==> src/rtl/adder_arbiter_pkg.sv <==
// Shared constants for the adder arbiter: requester count, ID width and FSM encoding.
package adder_arbiter_pkg;
  localparam int NREQ = 4;
  localparam int ID_W = 2;

  typedef enum logic [1:0] {
    IDLE = 2'd0,
    ADD  = 2'd1,
    HOLD = 2'd2
  } state_t;
endpackage

==> src/rtl/adder_arbiter_rca.sv <==
// Plain n-bit ripple-carry adder; the carry-out lands in sum[n].
module nBitRippleCarryAdder #(
  parameter int n = 8
) (
  input  logic [n-1:0] a,
  input  logic [n-1:0] b,
  output logic [n:0]   sum
);
  logic [n:0] carry;

  assign carry[0] = 1'b0;

  for (genvar i = 0; i < n; i++) begin : g_bit
    assign sum[i]     = a[i] ^ b[i] ^ carry[i];
    assign carry[i+1] = (a[i] & b[i]) | (carry[i] & (a[i] ^ b[i]));
  end

  assign sum[n] = carry[n];
endmodule

==> src/rtl/adder_arbiter.sv <==
// Round-robin arbiter that lets four requesters share one ripple-carry adder,
// one transaction at a time: capture (IDLE), add (ADD), hand off result (HOLD).
module adder_arbiter
  import adder_arbiter_pkg::*;
#(
  parameter int N = 8
) (
  input  logic              clk,
  input  logic              reset,
  input  logic [NREQ-1:0]   req,
  input  logic [NREQ*N-1:0] a_in,
  input  logic [NREQ*N-1:0] b_in,
  output logic [NREQ-1:0]   grant,
  output logic              res_valid,
  output logic [N:0]        res_data,
  output logic [ID_W-1:0]   res_id,
  input  logic              res_ready
);
  state_t          state, state_n;
  logic [ID_W-1:0] ptr, ptr_n;
  logic [ID_W-1:0] win, win_n;
  logic [ID_W-1:0] pick;
  logic            found;
  logic [N-1:0]    a_q, b_q, a_n, b_n;
  logic [N-1:0]    a_arr [NREQ];
  logic [N-1:0]    b_arr [NREQ];
  logic [NREQ-1:0] grant_n;
  logic            valid_n;
  logic [N:0]      data_n, sum;
  logic [ID_W-1:0] id_n;

  always_comb begin
    for (int i = 0; i < NREQ; i++) begin
      a_arr[i] = a_in[i*N +: N];
      b_arr[i] = b_in[i*N +: N];
    end
  end

  // Scan from ptr upward (mod 4); walking downward lets the nearest set bit win.
  always_comb begin
    found = 1'b0;
    pick  = ptr;
    for (int k = NREQ - 1; k >= 0; k--) begin
      if (req[ptr + ID_W'(k)]) begin
        found = 1'b1;
        pick  = ptr + ID_W'(k);
      end
    end
  end

  nBitRippleCarryAdder #(.n(N)) u_adder (
    .a   (a_q),
    .b   (b_q),
    .sum (sum)
  );

  always_comb begin
    state_n = state;
    ptr_n   = ptr;
    win_n   = win;
    a_n     = a_q;
    b_n     = b_q;
    grant_n = '0;
    valid_n = res_valid;
    data_n  = res_data;
    id_n    = res_id;
    case (state)
      IDLE: begin
        if (found) begin
          state_n       = ADD;
          grant_n[pick] = 1'b1;
          a_n           = a_arr[pick];
          b_n           = b_arr[pick];
          win_n         = pick;
          ptr_n         = pick + ID_W'(1);
        end
      end
      ADD: begin
        state_n = HOLD;
        valid_n = 1'b1;
        data_n  = sum;
        id_n    = win;
      end
      HOLD: begin
        // Leaving HOLD returns every output to its idle (reset) value.
        if (res_ready) begin
          state_n = IDLE;
          valid_n = 1'b0;
          data_n  = '0;
          id_n    = '0;
        end
      end
      default: state_n = IDLE;
    endcase
  end

  always_ff @(posedge clk or posedge reset) begin
    if (reset) state <= IDLE;
    else       state <= state_n;
  end

  always_ff @(posedge clk or posedge reset) begin
    if (reset) begin
      ptr       <= '0;
      win       <= '0;
      a_q       <= '0;
      b_q       <= '0;
      grant     <= '0;
      res_valid <= 1'b0;
      res_data  <= '0;
      res_id    <= '0;
    end else begin
      ptr       <= ptr_n;
      win       <= win_n;
      a_q       <= a_n;
      b_q       <= b_n;
      grant     <= grant_n;
      res_valid <= valid_n;
      res_data  <= data_n;
      res_id    <= id_n;
    end
  end
endmodule
==> config.mk <==
export PLATFORM = sky130hd
export DESIGN_NAME = adder_arbiter
export DESIGN_NICKNAME = d
export VERILOG_FILES = /design/src/rtl/adder_arbiter_pkg.sv /design/src/rtl/adder_arbiter_rca.sv /design/src/rtl/adder_arbiter.sv
export SDC_FILE = /design/constraint.sdc
export NUM_CORES = 1
export LEC_CHECK = 0
export CORE_MARGIN = 5
export CORE_UTILIZATION = 46
export CTS_BUF_LIST = sky130_fd_sc_hd__clkbuf_2 sky130_fd_sc_hd__clkbuf_4 sky130_fd_sc_hd__clkbuf_8
export DETAILED_ROUTE_END_ITERATION = 12
export MAX_ROUTING_LAYER = met4
export PLACE_DENSITY = 0.84
export REMOVE_ABC_BUFFERS = 1
export SYNTH_ARGS = -nofsm -noshare
export SYNTH_HDL_FRONTEND = slang
export SYNTH_SLANG_ARGS = --single-unit
==> constraint.sdc <==
create_clock -name clk -period 4.4 [get_ports clk]
set_input_delay 0.44 -clock clk [delete_from_list [all_inputs] [get_ports clk]]
set_output_delay 0.44 -clock clk [all_outputs]
set_load 0.02 [all_outputs]
* Word level (Yosys, flattened, before mapping) *
Cells that the tools add are included.

word-level totals
  word-level logic and storage cells = 102
  flip-flop bits (word level) = 38
  output and inout bits = 16
  input port bits = 71

operators by class
  $lt $le $gt $ge = 7
  bitwise logic cells = 38
  eq/ne operators = 4
  reduce and logical (&&, ||, !) cells = 6
  $add $sub $neg = 4
  mux-type cells = 34

operators by type and width
  cell                 count
  $bmux 8 s2           2
  $mux 8               4
  $pmux 9 s2           1
  $and 1x1->1          15
  $lt 2x3->1 const B   5
  $xor 1x1->1          15
  $mux 2               6
  $mux 1               10
  $mux 9               1
  $bmux 1 s2           4
  $mux 4               2
  $or 1x1->1           7
  $pmux 2 s3           1
  $reduce_and 2->1     3
  $add 2x1->2 const B  2
  $add 2x2->2 const B  2
  $ne 2x2->1 const B   2
  $pmux 2 s2           1
  $ge 3x3->1 const B   1
  $not 2->3            1
  $demux 1 s2          1
  $eq 2x1->1 const B   1
  $eq 2x2->1 const B   1
  $ge 2x1->1 const B   1
  4 further kinds      4

* Longest topological paths before layout *
Gate-level depths: netlist of run 1.

  word-level depth = 16
  depth in mapped cells = 14
  gate-level depth less buffers = 14

* By module *
Synthesis of run 1 repeated with hierarchy kept, for this count alone.

unflattened totals
  cell total of the unflattened synthesis = 261
  area total of the unflattened synthesis = 2486.1 um2

by module, submodules not included
  module                instances  cells each  sequential area each (um2)  area an instance (um2)
  adder_arbiter         1          243         950.9                       2296.0
  nBitRippleCarryAdder  1          18          0.0                         190.2

* Least setup slack after synthesis of run 1 *
No wires, ideal clock.

  path type = register to register
  start = register a_q[0]
  end = register res_data[7]
  cell stages (with the launch flop) = 15
  path buffers = 0
  library setup time = 0.094 ns
  arrival = 3.131 ns
  data required time = 4.306 ns
  period minus slack after synthesis = 3.225 ns
  slack = 1.175 ns
  cell sequence = dfrtp_1 > ha_1 > inv_1 > fa_1 > inv_1 > fa_1 > inv_1 > fa_1 > inv_1 > fa_1 > fa_1 > fa_1 > inv_1 > fa_1 > a211oi_1

between the ends
  cells in the longest elaborated chain, start to end = 15

RTL lines
  what                       line                     text
  start: declaration         adder_arbiter.sv:24      logic [N-1:0] a_q, b_q, a_n, b_n;
  start signal: assignment   adder_arbiter.sv:115     a_q <= a_n;
  $and 1x1->1 (2 in series)  adder_arbiter_rca.sv:15  assign carry[i+1] = (a[i] & b[i]) | (carry[i] & (a[i] ^ b[i]));
  $or 1x1->1                 adder_arbiter_rca.sv:15
  $and 1x1->1                adder_arbiter_rca.sv:15
  $or 1x1->1                 adder_arbiter_rca.sv:15
  $and 1x1->1                adder_arbiter_rca.sv:15
  $or 1x1->1                 adder_arbiter_rca.sv:15
  $and 1x1->1                adder_arbiter_rca.sv:15
  $or 1x1->1                 adder_arbiter_rca.sv:15
  $and 1x1->1                adder_arbiter_rca.sv:15
  $or 1x1->1                 adder_arbiter_rca.sv:15
  $and 1x1->1                adder_arbiter_rca.sv:15
  $or 1x1->1                 adder_arbiter_rca.sv:15
  $xor 1x1->1                adder_arbiter_rca.sv:14  assign sum[i] = a[i] ^ b[i] ^ carry[i];
  $pmux 9 s2                 adder_arbiter.sv:67      case (state)
  end signal: assignment     adder_arbiter.sv:119     res_data <= data_n;
  end: declaration           adder_arbiter.sv:15      output logic [N:0] res_data,

No other way between the ends.
A chain may end at the register's enable or synchronous reset.

* Worst setup path after layout of run 1 *
Same ends and word-level chain as after synthesis.

==> impl_metrics.prom, run 1 <==
# TYPE chip_impl_metric gauge
chip_impl_metric{name="postRouteWirelength",unit="µm"} 6049
chip_impl_metric{name="buffer_ports.inserted",unit=""} 86
chip_impl_metric{name="asyncSetResetFlopFracSynth",unit="%"} 100.0
chip_impl_info{name="yosysMostFrequentCell",value="dfrtp_1"} 1
chip_impl_metric{name="post-route-period-util",unit="%"} 79.21
chip_impl_metric{name="pwr_density_cell",unit="mW/mm²"} 624.4
chip_impl_metric{name="fmax",unit="MHz"} 286.9
chip_impl_metric{name="clock_latency",unit="ns"} 0.29
chip_impl_metric{name="tightest_slew",unit="ns"} 0.8169
chip_impl_metric{name="place_hpwl",unit="µm"} 4580
chip_impl_metric{name="cts-htree-levels",unit=""} 2
chip_impl_metric{name="placement.setup.worst_slack",unit="ns"} 0.9641
chip_impl_metric{name="grt_antenna_before_repair",unit=""} 0
chip_impl_metric{name="core-area",unit="mm²"} 0.005042
chip_impl_metric{name="cts_num_sinks",unit=""} 38
chip_impl_metric{name="cts_made_buffers",unit=""} 5
chip_impl_metric{name="post_placement_cell_count",unit=""} 378
chip_impl_metric{name="maxCapViolations",unit=""} 0
chip_impl_info{name="worst_path_most_repeated_cell",value="fa_1"} 1
chip_impl_metric{name="fin_nets",unit=""} 398
chip_impl_info{name="run_status",value="completed"} 1
chip_impl_metric{name="layout.filler_cells",unit=""} 390
chip_impl_metric{name="grt_util_met2",unit="%"} 33.31
chip_impl_metric{name="die_area",unit="mm²"} 0.006659
chip_impl_info{name="timing.rr.start",value="a_q[0]$_DFFE_PP0P_"} 1
chip_impl_metric{name="clock_skew",unit="ns"} 0.004908
chip_impl_metric{name="min_period",unit="ns"} 3.485
chip_impl_metric{name="cp.arrival",unit="ns"} 3.67
chip_impl_info{name="criticalPathCategory",value="reg2reg"} 1
chip_impl_metric{name="synth_warn",unit=""} 0
chip_impl_metric{name="synth_cell_type_count",unit=""} 39
chip_impl_metric{name="post_cts.resized_instances",unit=""} 0
chip_impl_metric{name="synth.cell_area",unit="mm²"} 0.002359
chip_impl_metric{name="gr-total-overflow",unit=""} 0
chip_impl_metric{name="cts.hold.buffers_added",unit=""} 0
chip_impl_metric{name="drive_above_1_share",unit="%"} 8.861
chip_impl_metric{name="synth.yosys.seq_area_share",unit="%"} 40.32
chip_impl_info{name="buffer_type_at_the_clock_tree_root",value="clkbuf_8"} 1
chip_impl_metric{name="grt_use_met3",unit="%"} 2.961
chip_impl_info{name="grt.busiest_layer",value="met2"} 1
chip_impl_metric{name="timing.critical_path.buf_inv",unit=""} 5
chip_impl_metric{name="max-slew-margin-rel",unit="%"} 45.13
chip_impl_metric{name="grt_util_met1",unit="%"} 24.41
chip_impl_metric{name="synthesis.area_per_instance",unit="µm²"} 10.08
chip_impl_info{name="ys_top_cells_by_count",value="dfrtp_1, a21oi_1, o21ai_0"} 1
chip_impl_info{name="synth_top_flop_cell",value="dfrtp_1"} 1
chip_impl_metric{name="instance_area_after_placement",unit="mm²"} 0.003236
chip_impl_info{name="hp-start",value="win[0]$_DFFE_PP0P_"} 1
chip_impl_info{name="rsz0062_at_grt",value="false"} 1
chip_impl_metric{name="routability_congestion",unit=""} 0.7960
chip_impl_info{name="crit_slowest_cell",value="fa_1"} 1
chip_impl_metric{name="number_of_buffers_added_for_setup_after_cts",unit=""} 0
chip_impl_metric{name="dr_total_vias",unit=""} 2058
chip_impl_metric{name="clockBufferDepth",unit=""} 2
chip_impl_metric{name="worst_path_largest_cell_delay",unit="ns"} 0.43
chip_impl_metric{name="die_width",unit="µm"} 81.61
chip_impl_metric{name="netlist.area_leader.share",unit="%"} 40.32
chip_impl_metric{name="viasPerCell",unit=""} 5.332
chip_impl_metric{name="worst_hold_path.num_cells",unit=""} 1
chip_impl_metric{name="gr-usage-all-layers",unit="%"} 19.55
chip_impl_metric{name="p_total",unit="µW"} 2091
chip_impl_info{name="synth_top_cell_by_area",value="dfrtp_1"} 1
chip_impl_metric{name="fp-row-count",unit=""} 26
chip_impl_metric{name="report.final.setup_viol",unit=""} 0
chip_impl_metric{name="drt-initial-drc-count",unit=""} 87
chip_impl_metric{name="crit_required",unit="ns"} 4.59
chip_impl_metric{name="vdd_drop_max",unit="mV"} 0.3956
chip_impl_metric{name="path_clk_slew",unit="ns"} 0.07
chip_impl_metric{name="reg2regPathDepth",unit=""} 14
chip_impl_metric{name="growth_of_design_area_from_synthesis_to_finish",unit="%"} 42.02
chip_impl_info{name="worstHoldEndpoint",value="win[0]$_DFFE_PP0P_"} 1
chip_impl_info{name="worst_min_delay_path_class",value="reg2reg"} 1
chip_impl_metric{name="io_pins",unit=""} 87
chip_impl_metric{name="synth.ff_latch_count",unit=""} 38
chip_impl_metric{name="power.leakage",unit="µW"} 0.001408
chip_impl_metric{name="finish.cell_count_without_fillers",unit=""} 386
chip_impl_metric{name="detail_route.wl_per_cell",unit="µm"} 15.67
chip_impl_metric{name="grt_max_degree",unit=""} 39
chip_impl_metric{name="number_of_synthesized_flops_with_an_enable_pin",unit=""} 0
chip_impl_info{name="cp_cell_sequence",value="ha_1 -> inv_1 -> fa_1 -> inv_1 -> fa_1 -> inv_1 -> fa_1 -> inv_1 -> fa_1 -> fa_1 -> fa_1 -> inv_1 -> fa_1 -> a211oi_1"} 1
chip_impl_info{name="worst_path_dominant_cell_family",value="adder cells"} 1
chip_impl_metric{name="die_height",unit="µm"} 81.61
chip_impl_metric{name="timing.critical_path.fanout_max",unit=""} 2
chip_impl_metric{name="firstDrtPassIters",unit=""} 4
chip_impl_metric{name="antenna-diode-count",unit=""} 0
chip_impl_info{name="worstSetupStartpointType",value="register"} 1
chip_impl_metric{name="drv_slew",unit=""} 0
chip_impl_info{name="tritoncts_clock_tree",value="built"} 1
chip_impl_metric{name="tns",unit="ns"} 0
chip_impl_metric{name="rrSetupSlack",unit="ns"} 0.91
chip_impl_metric{name="ant_nets",unit=""} 0
chip_impl_metric{name="final.setup.worst_slack",unit="ns"} 0.9146
chip_impl_metric{name="number_of_instances_in_the_synthesized_netlist",unit=""} 234
chip_impl_metric{name="final_hold_viol_count",unit=""} 0
chip_impl_metric{name="start_util",unit="%"} 46.77
chip_impl_metric{name="drc",unit=""} 0
chip_impl_info{name="synth.area.top_cells",value="dfrtp_1, mux2_1, a221o_1, fa_1, a21oi_1"} 1
chip_impl_info{name="worst_setup_path_end_kind",value="register"} 1
chip_impl_metric{name="grt_pass1_wl",unit="µm"} 9722
chip_impl_metric{name="final_design_area_no_fill",unit="mm²"} 0.003349
chip_impl_info{name="regToRegEndpoint",value="res_data[7]$_DFFE_PP0P_"} 1
chip_impl_metric{name="first_global_vias",unit=""} 2042
cell type report:
| cell class | count | area, µm² | share of cell area [%] |
|---|---|---|---|
| Clock buffer | 7 | 83.83 | 2.503 |
| Clock inverter | 1 | 30.03 | 0.8965 |
| Inverter | 16 | 62.56 | 1.868 |
| Multi-Input combinational cell | 165 | 1251 | 37.36 |
| Sequential cell | 38 | 950.9 | 28.39 |
| Tap cell | 70 | 87.58 | 2.615 |
| Timing Repair Buffer | 89 | 883.3 | 26.37 |
through the flow:
stage | utilization (%) | hold WS, ns
finish | 66.43 | 0.4862
global route | 66.43 | 0.5283
CTS | 66.43 | 0.4837
detailed placement | 64.17 | 0.4661
global placement | 64.17 | 0.4604
floorplan | - | 0.4496
worst max-delay path by stage:
stage | endpoint | cells past startpoint | startpoint | slack [ns]
2_1_floorplan | res_data[7]$_DFFE_PP0P_ | 14 | a_q[0]$_DFFE_PP0P_ | 1.17
3_3_place_gp | res_data[7]$_DFFE_PP0P_ | 14 | a_q[0]$_DFFE_PP0P_ | 1.12
3_5_place_dp | res_data[7]$_DFFE_PP0P_ | 14 | a_q[0]$_DFFE_PP0P_ | 0.96
4_1_cts | res_data[7]$_DFFE_PP0P_ | 14 | a_q[0]$_DFFE_PP0P_ | 0.88
5_1_grt | res_data[7]$_DFFE_PP0P_ | 14 | a_q[0]$_DFFE_PP0P_ | 0.76
6_report | res_data[7]$_DFFE_PP0P_ | 14 | a_q[0]$_DFFE_PP0P_ | 0.91
power breakdown:
group	internal (µW)	leakage (µW)	switching, µW
clock	182	0.0000593	119
combinational	530	0.000879	606
sequential	522	0.000469	133
placed cells by master (no fill, tap or decap), types with 3 or more instances in the layout:
master           instances
clkdlybuf4s50_1         86
dfrtp_1                 38
a21oi_1                 25
o21ai_0                 18
nor2_1                  17
a221o_1                 16
mux2_1                  15
inv_1                   15
nand3_2                 10
nand2_1                  8
nand3_1                  7
fa_1                     7
nor2b_1                  5
o22ai_1                  5
ha_1                     5
clkbuf_8                 5
a211oi_1                 4
and2_1                   4
buf_4                    3
metal layers:
metal	share of wire, %	wire length (µm)
met1	42	2532
met2	51	3091
met3	5.7	347
met4	1.3	78
met5	0	0
cells by family after synthesis:
group           Yosys count  share of synthesized area (%)
flops                    38                          40.32
simple gates             62                          16.13
buf+inv                  31                          6.631
fa+ha+maj                12                          8.594
compound gates           75                          20.69
mux                      16                          7.639
sequential cells by signal, indices dropped and copies added, names as in the netlist:
signal     cells
grant          4
state          2
res_valid      1
res_data       9
win            2
b_q            8
res_id         2
a_q            8
ptr            2
Note: power is estimated with default switching activity, not from simulation.
==> run 2: changes to the inputs <==
--- a/config.mk
+++ b/config.mk
@@ -6,11 +6,11 @@
 export NUM_CORES = 1
 export LEC_CHECK = 0
 export CORE_MARGIN = 5
-export CORE_UTILIZATION = 46
+export CORE_UTILIZATION = 42
 export CTS_BUF_LIST = sky130_fd_sc_hd__clkbuf_2 sky130_fd_sc_hd__clkbuf_4 sky130_fd_sc_hd__clkbuf_8
 export DETAILED_ROUTE_END_ITERATION = 12
 export MAX_ROUTING_LAYER = met4
-export PLACE_DENSITY = 0.84
+export PLACE_DENSITY = 0.8
 export REMOVE_ABC_BUFFERS = 1
 export SYNTH_ARGS = -nofsm -noshare
 export SYNTH_HDL_FRONTEND = slang
==> constraint.sdc (replaced) <==
create_clock -name clk -period 2.9 [get_ports clk]
set_input_delay 0.29 -clock clk [delete_from_list [all_inputs] [get_ports clk]]
set_output_delay 0.29 -clock clk [all_outputs]
set_load 0.02 [all_outputs]
==> run 2 against run 1 <==
First-iteration DRC count up 17%. Setup slack worse by 1.3 ns. Die area up 8.3%. Non-clock buffer count up 9. The flow now finishes with violations (setup timing). Final cell count up 2.8%. Combinational power up 62%. Power up 55%. Sequential power up 54%. Sequential share of layout area down 0.63 points. Clock power up 26%. Critical path depth unchanged.
==> impl_metrics.prom, run 2 (synthesized netlist as in run 1, its figures left out) <==
# TYPE chip_impl_metric gauge
chip_impl_metric{name="cp.arrival",unit="ns"} 3.49
chip_impl_metric{name="cts_num_sinks",unit=""} 38
chip_impl_metric{name="viasPerCell",unit=""} 5.300
chip_impl_metric{name="postRouteWirelength",unit="µm"} 6523
chip_impl_metric{name="cts.hold.buffers_added",unit=""} 0
chip_impl_info{name="buffer_type_at_the_clock_tree_root",value="clkbuf_8"} 1
chip_impl_metric{name="max-slew-margin-rel",unit="%"} 59.32
chip_impl_info{name="worst_setup_path_end_kind",value="register"} 1
chip_impl_info{name="top_register",value="res_data"} 1
chip_impl_metric{name="clockBufferDepth",unit=""} 2
chip_impl_metric{name="ant_nets",unit=""} 0
chip_impl_metric{name="fin_nets",unit=""} 407
chip_impl_metric{name="io_pins",unit=""} 87
chip_impl_metric{name="report.final.setup_viol",unit=""} 2
chip_impl_metric{name="cts_made_buffers",unit=""} 5
chip_impl_metric{name="post-route-period-util",unit="%"} 113.5
chip_impl_metric{name="drive_above_1_share",unit="%"} 15.69
chip_impl_metric{name="min_period",unit="ns"} 3.291
chip_impl_metric{name="gr-usage-all-layers",unit="%"} 18.73
chip_impl_metric{name="dr_total_vias",unit=""} 2104
chip_impl_metric{name="place_hpwl",unit="µm"} 5050
chip_impl_metric{name="die_height",unit="µm"} 84.94
chip_impl_metric{name="core-area",unit="mm²"} 0.005473
chip_impl_info{name="worst_min_delay_path_class",value="in2async"} 1
chip_impl_metric{name="path_clk_slew",unit="ns"} 0.08
chip_impl_info{name="timing.rr.start",value="a_q[0]$_DFFE_PP0P_"} 1
chip_impl_metric{name="cts-htree-levels",unit=""} 2
chip_impl_metric{name="gr-total-overflow",unit=""} 0
chip_impl_metric{name="timing.critical_path.fanout_max",unit=""} 2
chip_impl_info{name="layout_common_cells",value="clkdlybuf4s50_1, dfrtp_1, a21oi_1, o21ai_0, nor2_1"} 1
chip_impl_metric{name="rrSetupSlack",unit="ns"} -0.39
chip_impl_metric{name="placement.setup.worst_slack",unit="ns"} -0.5315
chip_impl_metric{name="power.leakage",unit="µW"} 0.001434
chip_impl_info{name="biggestRegsByFlops",value="res_data: 9 flops, a_q: 8 flops, b_q: 8 flops"} 1
chip_impl_metric{name="die_width",unit="µm"} 84.94
chip_impl_metric{name="pwr_density_cell",unit="mW/mm²"} 945.7
chip_impl_metric{name="fp-row-count",unit=""} 27
chip_impl_info{name="worstSetupStartpointType",value="register"} 1
chip_impl_metric{name="detail_route.wl_per_cell",unit="µm"} 16.43
chip_impl_metric{name="reg2regPathDepth",unit=""} 14
chip_impl_info{name="failing_checks",value="setup timing"} 1
chip_impl_metric{name="grt_pass1_wl",unit="µm"} 10610
chip_impl_metric{name="die_area",unit="mm²"} 0.007214
chip_impl_metric{name="drt-initial-drc-count",unit=""} 102
chip_impl_metric{name="first_global_vias",unit=""} 2192
chip_impl_metric{name="layout.filler_cells",unit=""} 469
chip_impl_metric{name="final_design_area_no_fill",unit="mm²"} 0.003426
chip_impl_info{name="run_status",value="complete, but fails checks"} 1
chip_impl_metric{name="clock_skew",unit="ns"} 0.01021
chip_impl_metric{name="vdd_drop_max",unit="mV"} 0.4410
chip_impl_metric{name="drv_slew",unit=""} 0
chip_impl_info{name="criticalPathCategory",value="reg2reg"} 1
chip_impl_metric{name="growth_of_design_area_from_synthesis_to_finish",unit="%"} 45.25
chip_impl_metric{name="start_util",unit="%"} 43.10
chip_impl_metric{name="instance_area_after_placement",unit="mm²"} 0.003306
chip_impl_metric{name="largest_reg_flops",unit=""} 9
chip_impl_metric{name="grt_max_degree",unit=""} 21
chip_impl_metric{name="fmax",unit="MHz"} 303.8
chip_impl_metric{name="antenna-diode-count",unit=""} 0
chip_impl_metric{name="grt_antenna_before_repair",unit=""} 0
chip_impl_metric{name="maxCapViolations",unit=""} 0
chip_impl_metric{name="crit_required",unit="ns"} 3.10
chip_impl_metric{name="final.setup.worst_slack",unit="ns"} -0.3915
chip_impl_metric{name="tightest_slew",unit="ns"} 0.6089
chip_impl_metric{name="drc",unit=""} 0
chip_impl_metric{name="clock_latency",unit="ns"} 0.28
chip_impl_info{name="rsz0062_at_grt",value="true"} 1
chip_impl_metric{name="final_hold_viol_count",unit=""} 0
chip_impl_info{name="tritoncts_clock_tree",value="built"} 1
chip_impl_info{name="regToRegEndpoint",value="res_data[7]$_DFFE_PP0P_"} 1
chip_impl_info{name="final_common_cell",value="clkdlybuf4s50_1"} 1
chip_impl_metric{name="buffer_ports.inserted",unit=""} 86
chip_impl_metric{name="routability_congestion",unit=""} 0.7839
chip_impl_metric{name="firstDrtPassIters",unit=""} 4
==> run 2: what timing repair did <==
action,in CTS,in global routing
cloned,0,0
setup buffers,0,0
pin swaps,2,0
gates resized for setup,14,0
setup endpoints to repair,3,3
==> run 2: power breakdown <==
group	switching (µW)	internal [µW]	leakage, µW
combinational	968	886	0.000913
clock	179	201	0.0000517
sequential	215	791	0.000469
==> run 2: metal layers <==
metal | vias to the layer above | share of wire (%) | GRT usage (%)
met4 | 0 | 1.7 | 4.892
met3 | 8 | 5.2 | 2.816
li1 | 1023 | - | -
met2 | 74 | 52 | 31.67
met5 | - | 0 | -
met1 | 999 | 41 | 23.49
==> run 2: worst max path at each step <==
stage                       start                       to  slack, ns  cells after the start
2_1_floorplan  a_q[0]$_DFFE_PP0P_  res_data[7]$_DFFE_PP0P_      -0.33                     14
3_3_place_gp   a_q[0]$_DFFE_PP0P_  res_data[7]$_DFFE_PP0P_      -0.42                     14
3_5_place_dp   a_q[0]$_DFFE_PP0P_  res_data[7]$_DFFE_PP0P_      -0.53                     14
4_1_cts        a_q[0]$_DFFE_PP0P_  res_data[7]$_DFFE_PP0P_      -0.37                     14
5_1_grt        a_q[0]$_DFFE_PP0P_  res_data[7]$_DFFE_PP0P_      -0.47                     14
6_report       a_q[0]$_DFFE_PP0P_  res_data[7]$_DFFE_PP0P_      -0.39                     14
==> run 2: per-stage QoR <==
step | power, µW | hold WS [ns] | instances | util [%] | setup TNS, ns
after floorplan | 2085 | 0.4485 | 219 | - | -0.3252
final | 3240 | 0.2600 | 397 | 62.60 | -0.4923
after global placement | 2719 | 0.4650 | 389 | 60.40 | -0.5227
after global routing | 3493 | 0.3237 | 397 | 62.60 | -0.6956
after detailed placement | 2792 | 0.4705 | 389 | 60.40 | -0.7869
after CTS | 3223 | 0.2805 | 397 | 62.60 | -0.4130
==> run 2: worst max-delay path, cell delays in order (launching register included) <==
cell      delay [ns]
dfrtp_1         0.38
ha_2            0.19
inv_2           0.05
fa_2            0.19
inv_2           0.04
fa_2            0.32
inv_2           0.06
fa_2            0.18
inv_2           0.04
fa_2            0.33
fa_2            0.37
fa_2            0.35
inv_2           0.07
fa_2            0.44
a211oi_2        0.20
==> run 2: final cells by class <==
cell class              instances  area, µm²  area share, %
well taps                      72      90.09          2.630
clock buffers                   7      90.09          2.630
flip-flops and latches         38      950.9          27.76
multi-input cells             165       1276          37.25
clock inverters                 1      5.005         0.1461
repair buffers                 98      950.9          27.76
inverters                      16      62.56          1.826
